## src/rtl/debug_pkg.sv

```systemverilog
// Shared opcodes, state encoding and pulse-width limits for the host-side step sequencer.
package debug_pkg;

   localparam logic [1:0] OP_STOP      = 2'b00;
   localparam logic [1:0] OP_STEP_N    = 2'b01;
   localparam logic [1:0] OP_RUN_BREAK = 2'b10;
   localparam logic [1:0] OP_FREE      = 2'b11;

   typedef enum logic [1:0] {
      ST_FREE    = 2'b00,
      ST_IDLE    = 2'b01,
      ST_STEP_HI = 2'b10,
      ST_STEP_LO = 2'b11
   } state_t;

   // The debugger's 2-flop synchroniser needs at least this much high/low time per edge.
   localparam int PULSE_HI_MIN = 2;
   localparam int PULSE_LO_MIN = 3;
   localparam int PULSE_MAX    = 15;

endpackage

```

## src/rtl/debug_step_pulse.sv

```systemverilog
// Phase timer for the step pulse: counts cycles inside STEP_HI / STEP_LO and
// strobes on the last cycle of each phase.
module debug_step_pulse #(
   parameter int PULSE_HI = 4,
   parameter int PULSE_LO = 4
) (
   input  logic phy_clk,
   input  logic reset_n,
   input  logic in_hi,
   input  logic in_lo,
   output logic hi_done,
   output logic lo_done
);

   logic [3:0] timer_r;

   assign hi_done = in_hi && (timer_r == 4'(PULSE_HI - 1));
   assign lo_done = in_lo && (timer_r == 4'(PULSE_LO - 1));

   // Phase cycle counter, restarted at every phase boundary and held at zero outside a pulse.
   always_ff @(posedge phy_clk or negedge reset_n) begin
      if (!reset_n) begin
         timer_r <= 4'd0;
      end else if (!(in_hi || in_lo) || hi_done || lo_done) begin
         timer_r <= 4'd0;
      end else begin
         timer_r <= timer_r + 4'd1;
      end
   end

endmodule

```

## src/rtl/debug_step_ctrl.sv

```systemverilog
// Host command decoder and step sequencer driving debug_enable / single_step
// into the single-step debugger, with count, timeout and breakpoint stops.
module debug_step_ctrl
   import debug_pkg::*;
#(
   parameter int PULSE_HI = 4,
   parameter int PULSE_LO = 4,
   parameter int CNT_W    = 16
) (
   input  logic             phy_clk,
   input  logic             reset_n,
   input  logic             cmd_valid,
   input  logic [1:0]       cmd_op,
   input  logic [CNT_W-1:0] cmd_count,
   input  logic             break_en,
   input  logic [7:0]       break_value,
   input  logic [7:0]       clock_counter,
   output logic             debug_enable,
   output logic             single_step,
   output logic             busy,
   output logic [CNT_W-1:0] steps_done,
   output logic             halted_at_break,
   output logic             cmd_err
);

   generate
      if (PULSE_HI < PULSE_HI_MIN || PULSE_HI > PULSE_MAX ||
          PULSE_LO < PULSE_LO_MIN || PULSE_LO > PULSE_MAX) begin : g_bad_pulse
         $error("debug_step_ctrl: PULSE_HI/PULSE_LO outside legal range");
      end
   endgenerate

   state_t           state_r, state_s;
   logic [1:0]       op_r;
   logic [CNT_W-1:0] count_r;
   logic             brk_en_r;
   logic [7:0]       brk_val_r;
   logic             stop_pend_r;
   logic [CNT_W-1:0] steps_done_r;
   logic             halted_r, cmd_err_r;
   logic             debug_enable_r, single_step_r, busy_r;

   logic in_run_s, stop_cmd_s, accept_s, reject_s, latch_s, clr_steps_s, halt_set_s;
   logic hi_done_s, lo_done_s;

   debug_step_pulse #(.PULSE_HI(PULSE_HI), .PULSE_LO(PULSE_LO)) u_pulse (
      .phy_clk (phy_clk),
      .reset_n (reset_n),
      .in_hi   (state_r == ST_STEP_HI),
      .in_lo   (state_r == ST_STEP_LO),
      .hi_done (hi_done_s),
      .lo_done (lo_done_s)
   );

   // Command acceptance and next-state decode; a pulse, once started, always runs HI then full LO.
   always_comb begin
      state_s     = state_r;
      accept_s    = 1'b0;
      reject_s    = 1'b0;
      halt_set_s  = 1'b0;
      in_run_s    = (state_r == ST_STEP_HI) || (state_r == ST_STEP_LO);
      stop_cmd_s  = cmd_valid && (cmd_op == OP_STOP);
      if (cmd_valid) begin
         if (stop_cmd_s || !in_run_s) begin
            accept_s = 1'b1;
         end else begin
            reject_s = 1'b1;
         end
      end else begin
         accept_s = 1'b0;
      end
      latch_s     = accept_s && !in_run_s;
      clr_steps_s = latch_s && ((cmd_op == OP_STEP_N) || (cmd_op == OP_RUN_BREAK));

      case (state_r)
         ST_FREE, ST_IDLE: begin
            if (accept_s) begin
               case (cmd_op)
                  OP_STOP:      state_s = ST_IDLE;
                  OP_STEP_N: begin
                     if (cmd_count != {CNT_W{1'b0}}) begin
                        state_s = ST_STEP_HI;
                     end else begin
                        state_s = state_r;
                     end
                  end
                  OP_RUN_BREAK: state_s = ST_STEP_HI;
                  OP_FREE:      state_s = ST_FREE;
                  default:      state_s = state_r;
               endcase
            end else begin
               state_s = state_r;
            end
         end
         ST_STEP_HI: begin
            if (hi_done_s) begin
               state_s = ST_STEP_LO;
            end else begin
               state_s = ST_STEP_HI;
            end
         end
         ST_STEP_LO: begin
            if (!lo_done_s) begin
               state_s = ST_STEP_LO;
            end else if (brk_en_r && (clock_counter == brk_val_r)) begin
               state_s    = ST_IDLE;
               halt_set_s = 1'b1;
            end else if ((op_r == OP_STEP_N) && (steps_done_r == count_r)) begin
               state_s = ST_IDLE;
            end else if ((op_r == OP_RUN_BREAK) && (count_r != {CNT_W{1'b0}}) &&
                         (steps_done_r == count_r)) begin
               state_s = ST_IDLE;
            end else if (stop_pend_r || stop_cmd_s) begin
               state_s = ST_IDLE;
            end else begin
               state_s = ST_STEP_HI;
            end
         end
         default: state_s = ST_FREE;
      endcase
   end

   // State, latched run parameters, step counter, sticky flags and registered outputs.
   always_ff @(posedge phy_clk or negedge reset_n) begin
      if (!reset_n) begin
         state_r        <= ST_FREE;
         op_r           <= OP_STOP;
         count_r        <= {CNT_W{1'b0}};
         brk_en_r       <= 1'b0;
         brk_val_r      <= 8'd0;
         stop_pend_r    <= 1'b0;
         steps_done_r   <= {CNT_W{1'b0}};
         halted_r       <= 1'b0;
         cmd_err_r      <= 1'b0;
         debug_enable_r <= 1'b0;
         single_step_r  <= 1'b0;
         busy_r         <= 1'b0;
      end else begin
         state_r        <= state_s;
         debug_enable_r <= (state_s != ST_FREE);
         single_step_r  <= (state_s == ST_STEP_HI);
         busy_r         <= (state_s == ST_STEP_HI) || (state_s == ST_STEP_LO);

         if (latch_s) begin
            op_r      <= cmd_op;
            count_r   <= cmd_count;
            brk_en_r  <= break_en;
            brk_val_r <= break_value;
         end

         if (clr_steps_s) begin
            steps_done_r <= {CNT_W{1'b0}};
         end else if (hi_done_s && (steps_done_r != {CNT_W{1'b1}})) begin
            steps_done_r <= steps_done_r + {{(CNT_W-1){1'b0}}, 1'b1};
         end

         // A STOP seen mid-pulse waits for the end of LO; leaving the run discards it.
         if ((state_s == ST_IDLE) || (state_s == ST_FREE)) begin
            stop_pend_r <= 1'b0;
         end else if (stop_cmd_s) begin
            stop_pend_r <= 1'b1;
         end

         if (halt_set_s) begin
            halted_r <= 1'b1;
         end else if (accept_s) begin
            halted_r <= 1'b0;
         end

         if (reject_s) begin
            cmd_err_r <= 1'b1;
         end else if (accept_s) begin
            cmd_err_r <= 1'b0;
         end
      end
   end

   assign debug_enable    = debug_enable_r;
   assign single_step     = single_step_r;
   assign busy            = busy_r;
   assign steps_done      = steps_done_r;
   assign halted_at_break = halted_r;
   assign cmd_err         = cmd_err_r;

endmodule

```

## config.mk

```make
export PLATFORM = sky130hd
export DESIGN_NAME = debug_step_ctrl
export DESIGN_NICKNAME = d
export VERILOG_FILES = /design/src/rtl/debug_pkg.sv /design/src/rtl/debug_step_pulse.sv /design/src/rtl/debug_step_ctrl.sv
export SDC_FILE = /design/constraint.sdc
export NUM_CORES = 1
export LEC_CHECK = 0
export BUFFER_PORTS_ARGS = -buffer_cell sky130_fd_sc_hd__buf_4
export CAP_MARGIN = 10
export CORE_UTILIZATION = 29
export DETAILED_ROUTE_END_ITERATION = 8
export SYNTH_ARGS = -nofsm -noshare
export SYNTH_HDL_FRONTEND = slang
export SYNTH_HIERARCHICAL = 1
export SYNTH_SLANG_ARGS = --single-unit
export TNS_END_PERCENT = 5
```

## constraint.sdc

```tcl
create_clock -name phy_clk -period 2.95 [get_ports phy_clk]
set_input_delay 0.295 -clock phy_clk [delete_from_list [all_inputs] [get_ports phy_clk]]
set_output_delay 0.295 -clock phy_clk [all_outputs]
set_load 0.05 [all_outputs]
```

# Word-level counts from Yosys, hierarchy flattened
# Cells that the tools add are included.
# word_totals
word_cells	85
ff_bits	55
output_inout_bits	21
input_bits	38
# op_classes
eq_ne	15
muxes	25
n_reduce_logical	30
addsub	2
# ops
op	n
two-way mux 16 bit	2
nonzero test 16 bit	2
adder 16 x 1 -> 16 bit (second input constant)	1
== test 16 bit	1
inequality test 16 bit (second input constant)	1
== test 2 bit (second input constant)	7
two-way mux 2 bit	7
two-way mux 1 bit	13
logical AND 1 bit	10
nonzero test 2 bit	5
== test 2 x 1 -> 1 bit (second input constant)	4
== test 8 bit	1
logical OR 1 bit	8
case mux 2 bit (4 select lines)	1
zero test 2 bit	3
case mux 2 bit (3 select lines)	1
adder 4 x 1 -> 4 bit (second input constant)	1
== test 4 x 2 -> 1 bit (second input constant)	1
two-way mux 4 bit	1
OR reduction 2 bit	1
zero test 1 bit	1

# Longest topological paths before layout
# logic_depth
word_depth	12
ltp_mapped	8
mapped_depth_nobuf	8

# Modules after synthesis
# Netlist, hierarchy kept.
# by_module_without_submodules
module	cells_per_inst	area_each_um2	n_inst	seq_area_each_um2
debug_step_ctrl	293	2703.8	1	1276.2
debug_step_pulse	18	200.2	1	100.1

# Worst setup path before layout
# Ideal clock, no wire load.
# synth_path
path_kind	reg-to-reg
start	register steps_done_r[0], in the netlist steps_done[0]
end	register steps_done_r[8], in the netlist steps_done[8]
synth_period_minus_slack_ns	1.969
stages_incl_launch_ff	8
setup_time_ns	0.120
n_path_buf	1
t_required_ns	2.830
t_arrival_ns	1.849
setup_slack_ns	0.981
cell_sequence	dfrtp_1 ha_1 and2_1 nand4_4 buf_6 o211ai_1 xor2_1 nor2_1
# synth_between
elab_chain_len	3
word_cells_on_any_way	6
classes_between	add/sub (1); eq/ne (1); mux (2); reduce/logical (2)
# synth_rtl
item	line_no	source
start: declaration	debug_step_ctrl.sv:39	logic [CNT_W-1:0] steps_done_r;
start signal: assignment	debug_step_ctrl.sv:132	steps_done_r <= {CNT_W{1'b0}};
start signal: assignment	debug_step_ctrl.sv:152	steps_done_r <= {CNT_W{1'b0}};
start signal: assignment	debug_step_ctrl.sv:154	steps_done_r <= steps_done_r + {{(CNT_W-1){1'b0}}, 1'b1};
adder 16 x 1 -> 16 bit or inequality test 16 bit (tied branches)	debug_step_ctrl.sv:154, debug_step_ctrl.sv:153	
two-way mux 16 bit or logical AND 1 bit (tied branches)	debug_step_ctrl.sv:153	end else if (hi_done_s && (steps_done_r != {CNT_W{1'b1}})) begin
two-way mux 16 bit or nonzero test 2 bit (tied branches)	--	
# Several ways; a longest one is shown, not always the timed one. The select of a mux whose other input is x is not followed.
# A chain may end at the register's enable or synchronous reset.

# Worst setup path in the final report
# layout_path
start	register state_r[1]
end	register steps_done_r[14], in the netlist steps_done[14]
# layout_between
word_cells_on_any_way	13
classes_between	eq/ne (2); mux (3); reduce/logical (8)
# layout_rtl
item	line_no	source
start: declaration	debug_step_ctrl.sv:33	state_t state_r, state_s;
start signal: assignment	debug_step_ctrl.sv:139	state_r <= state_s;
== test 2 bit	debug_step_ctrl.sv:49	.in_hi (state_r == ST_STEP_HI),
logical AND 1 bit	debug_step_pulse.sv:17	assign hi_done = in_hi && (timer_r == 4'(PULSE_HI - 1));
via hi_done_s	debug_step_ctrl.sv:44	logic hi_done_s, lo_done_s;
logical AND 1 bit	debug_step_ctrl.sv:153	
nonzero test 2 bit (no source line)	--	
# The timed path passes the listed nets, and every way through them passes these cells.

==> summary.md <==
| Metric | Value |
|---|---|
| Result of the run | completed |
| Worst relative slew slack | 0.3960 |
| RSZ-0062 raised after global routing | false |
| Pin count of the biggest net entering global routing | 56 |
| Data arrival time at the worst-slack endpoint | 2360 ps |
| Yosys Warn Count | 6 |
| Layout cell share with drive strength beyond 1 | 0.2104 |
| Final setup violation count | 0 |
| Hold-fix buffer count after cts | 0 |
| Reported leakage power | 0.001750 uW |
| Clock network latency to the later pin of the worst-skew pair | 310 ps |
| Clock Skew | 15.22 ps |
| Internal power summed over all cells | 1710 uW |
| Via count of the first global-routing pass | 2,305 |
| Number of vias per cell after detailed routing | around 4.7 |
| Biggest area consumer among synthesized cells | dfrtp_1 |
| Clock Sink Count | between 50 and 60 |
| Die W | 102.1 um |
| Path type of the worst min-delay path | in2async |
| Share of Yosys cell area claimed by the top area cell type | 0.4739 |
| Setup Fix Bufs, Post-CTS | 0 |
| Max Transition Viols Final | 0 |
| Die Outline Area | around 10,000 um^2 |
| Initial cell density of the core | 0.2985 |
| Power per cell area | 885.4 nW/um^2 |
| Number of enable-type register cells in the synthesized netlist | 0 |
| Number of buffer cells added on primary ports | 58 |
| Detailed placement HPWL | between 5 and 6 mm |
| Cell chosen for the clock root | clkbuf_8 |
| CP most frequent cell | nor2_1 |
| Routability congestion estimate | 0.8403 |
| Sequential power share | 0.453 |
| IO Pins | 59 |
| Detailed-route via count | 2,353 |
| Register area share after synthesis | 0.4739 |
| Minimum setup slack among reg-to-reg paths | ~770 ps |
| Relative contribution of the clock network to total power | 0.132 |
| Relative area change from synthesis to final layout | 21.71% |
| Total track usage | 0.1405 |
| Final TNS setup | 0 ps |
| List of cells traversed by the critical path | inv_1 -> nor2_1 -> and2_1 -> nand4_1 -> nor2_1 -> and3_2 -> mux2i_1 -> nor2_1 |
| Post-CTS clock slew at the launch and capture registers of the worst setup and hold paths | 100 ps |
| Count of mapped cells out of synthesis | 311 |
| Wire length of the first global-routing pass | 11.27 mm |
| DRC violations left | 0 |
| Most numerous cell in the Yosys netlist | nand2_1 |
| Non-filler instance count after layout | 499 |
| Critical Path RT | roughly 3100 ps |
| Worst-Margin Slew | 903.8 ps |
| Cell total after placement | 492 |
| Final Hold Viols | 0 |
| Clock H-tree levels | 2 |
| Syn Area/Cell | roughly 9.3 um^2 |
| Setup crit end kind | flop |
| Destination of the worst register-to-register timing path | steps_done[14] |
| CTS tree | built |
| Setup CP Type | reg2reg |
| Startpoint of the worst register-to-register path | state_r[1] |
| Max Freq | between 400 and 500 MHz |
| Capture point of the critical path | steps_done[14] |
| Wire per inst | 13.31 um |
| CP Launch Type | flop |
| TritonCTS Buffers | 5 |
| Total standard cell area after synthesis | just under 3000 um^2 |
| Gate power share | 0.416 |
| Max stage delay on crit path | roughly 470 ps |
| Number of instances resized during post-cts repair | 0 |
| Syn Nets | 354 |
| Initial antenna violation count | 0 |
| Initial DRC Count | 167 |
| Post-route ant nets | 0 |
| Psw | 1420 uW |
| CTS Buffer Depth | 2 |
| Post-synth ARST share | 1.000 |
| Total number of placement rows | 36 |
| Maximum VDD drop | 0.3664 mV |
| Cell at the slowest stage of the critical path | dfrtp_1 |
| Largest driver fanout on the critical path | 7 |
| Final routed wirelength across all metal layers | 6.641 mm |
| Share of total power consumed by net switching | 0.4536 |
| Total global routing overflow | 0 |
| Primary FF master, synth | dfrtp_1 |
| Number of detailed-routing iterations run before antenna repair | 4 |
| Max cap viols | 0 |
| Flop and latch count out of synthesis | 55 |
| Worst r2r path cells | 8 |
| Crit share post-route | 0.7405 |
| Most frequent cells after synthesis | 89 x nand2_1, 55 x dfrtp_1, 34 x xor2_1 |
| Distinct cell type count of the synthesized netlist | 43 |
| Largest cells by area after synthesis | dfrtp_1 47%, nand2_1 12%, xor2_1 10%, nor4_1 2.8%, nor2_1 2.7% |
| Clock period minus final worst setup slack | 2185 ps |
| Number of antenna cells inserted | 0 |
| Critical Path Start | state_r[1] |
| Die boundary height | 102.1 um |
| Number of nets in the layout | 409 |
| Core Region | 9729 um^2 |
==> final cells by class <==
| cell class | count | area, um^2 |
|---|---|---|
| flip-flops and latches | 55 | 1376 |
| well taps | 133 | 166.4 |
| multi-input cells | 239 | 1441 |
| fillers | 1051 | 6195 |
| clock buffers | 5 | 68.82 |
| inverters | 6 | 22.52 |
| repair buffers | 59 | 442.9 |
| clock inverters | 2 | 16.27 |
==> registers in the layout, summed over array words and instances, names as in the netlist <==
| signal | count |
|---|---|
| stop_pend_r | 1 |
| busy | 1 |
| debug_enable | 1 |
| count_r | 16 |
| single_step | 1 |
| brk_val_r | 8 |
| steps_done | 16 |
| u_pulse/timer_r | 4 |
| cmd_err | 1 |
| state_r | 2 |
| halted_at_break | 1 |
| op_r | 2 |
| brk_en_r | 1 |
==> cell usage in the layout, fill, tap and decap left out, drive strengths merged, types with 2 or more instances in the layout <==
| cell type | synthesis | layout |
|---|---|---|
| a21oi | 5 | 5 |
| a41oi | 4 | 4 |
| and2 | 6 | 6 |
| and3 | 3 | 3 |
| and4 | 4 | 4 |
| buf | 6 | 59 |
| clkbuf | 5 | 5 |
| dfrtp | 55 | 55 |
| ha | 5 | 5 |
| inv | 6 | 7 |
| mux2i | 6 | 6 |
| nand2 | 89 | 89 |
| nand2b | 2 | 2 |
| nand3 | 5 | 5 |
| nand3b | 2 | 2 |
| nand4 | 8 | 8 |
| nor2 | 21 | 21 |
| nor3 | 4 | 4 |
| nor3b | 2 | 2 |
| nor4 | 13 | 13 |
| o2111ai | 2 | 2 |
| o211ai | 4 | 4 |
| o21ai | 10 | 10 |
| xnor2 | 2 | 2 |
| xor2 | 34 | 34 |
==> per-layer routing <==
layer | up-vias | GRT usage | wire [um]
met5 | - | 0 | 0
met4 | 0 | 0.05055 | 85
met3 | 5 | 0.02257 | 282
met2 | 64 | 0.2179 | 3022
met1 | 1116 | 0.1978 | 3251
li1 | 1168 | - | -
==> how the worst min path moves through the flow <==
| stage | to | slack [ps] | cells past startpoint |
|---|---|---|---|
| final | state_r[0] | 20 | 1 |
| after CTS | steps_done[12] | 60 | 1 |
| after global placement | u_pulse/timer_r[2] | 400 | 1 |
| after floorplan | brk_en_r | -0.6 | 0 |
| after global routing | state_r[0] | 80 | 1 |
| after detailed placement | u_pulse/timer_r[2] | 400 | 1 |
==> worst max-delay path: cells and delay by family, from the launching register on <==
kind | cells | cell delay [ps]
and+or+nand+nor | 6 | 1270
DFF | 1 | 470
muxes | 1 | 180
buffers and inverters | 1 | 130
==> through the flow <==
| stage | setup slack (ps) | hold WS, ps | utilization | total power [uW] | area, um^2 |
|---|---|---|---|---|---|
| 3_5_place_dp | 828.9 | 399.2 | 0.3546 | 2745 | 3450 |
| 3_3_place_gp | 925.8 | 401.8 | 0.3546 | 2707 | 3450 |
| 2_1_floorplan | 980.9 | -0.5911 | - | 2316 | 2904 |
| 5_1_grt | 554.6 | 81.19 | 0.3633 | 3363 | 3535 |
| 6_report | 765.5 | 16.82 | 0.3633 | 3130 | 3535 |
| 4_1_cts | 786.7 | 56.12 | 0.3633 | 3163 | 3535 |
==> power groups by stage <==
stage	combinational (uW)	sequential [uW]	clock, uW
2_1_floorplan	668	1650	0
3_3_place_gp	1290	1420	0
3_5_place_dp	1310	1430	0
4_1_cts	1320	1410	431
5_1_grt	1440	1460	460
6_report	1300	1420	412
==> cells by family (layout without fill, tap and decap cells) <==
kind of cell             after synthesis  count (layout)  share of synthesized area
AO/OA/AOI/OAI                         31              31                    0.07583
XOR/XNOR                              36              36                     0.1086
adder cells (fa/ha/maj)                5               5                    0.02154
flip-flops                            55              55                     0.4739
multiplexers                           6               6                    0.02068
AND/OR/NAND/NOR                      161             161                     0.2689
buffers and inverters                 17              72                    0.03059
Note: power is estimated with default switching activity, not from simulation.
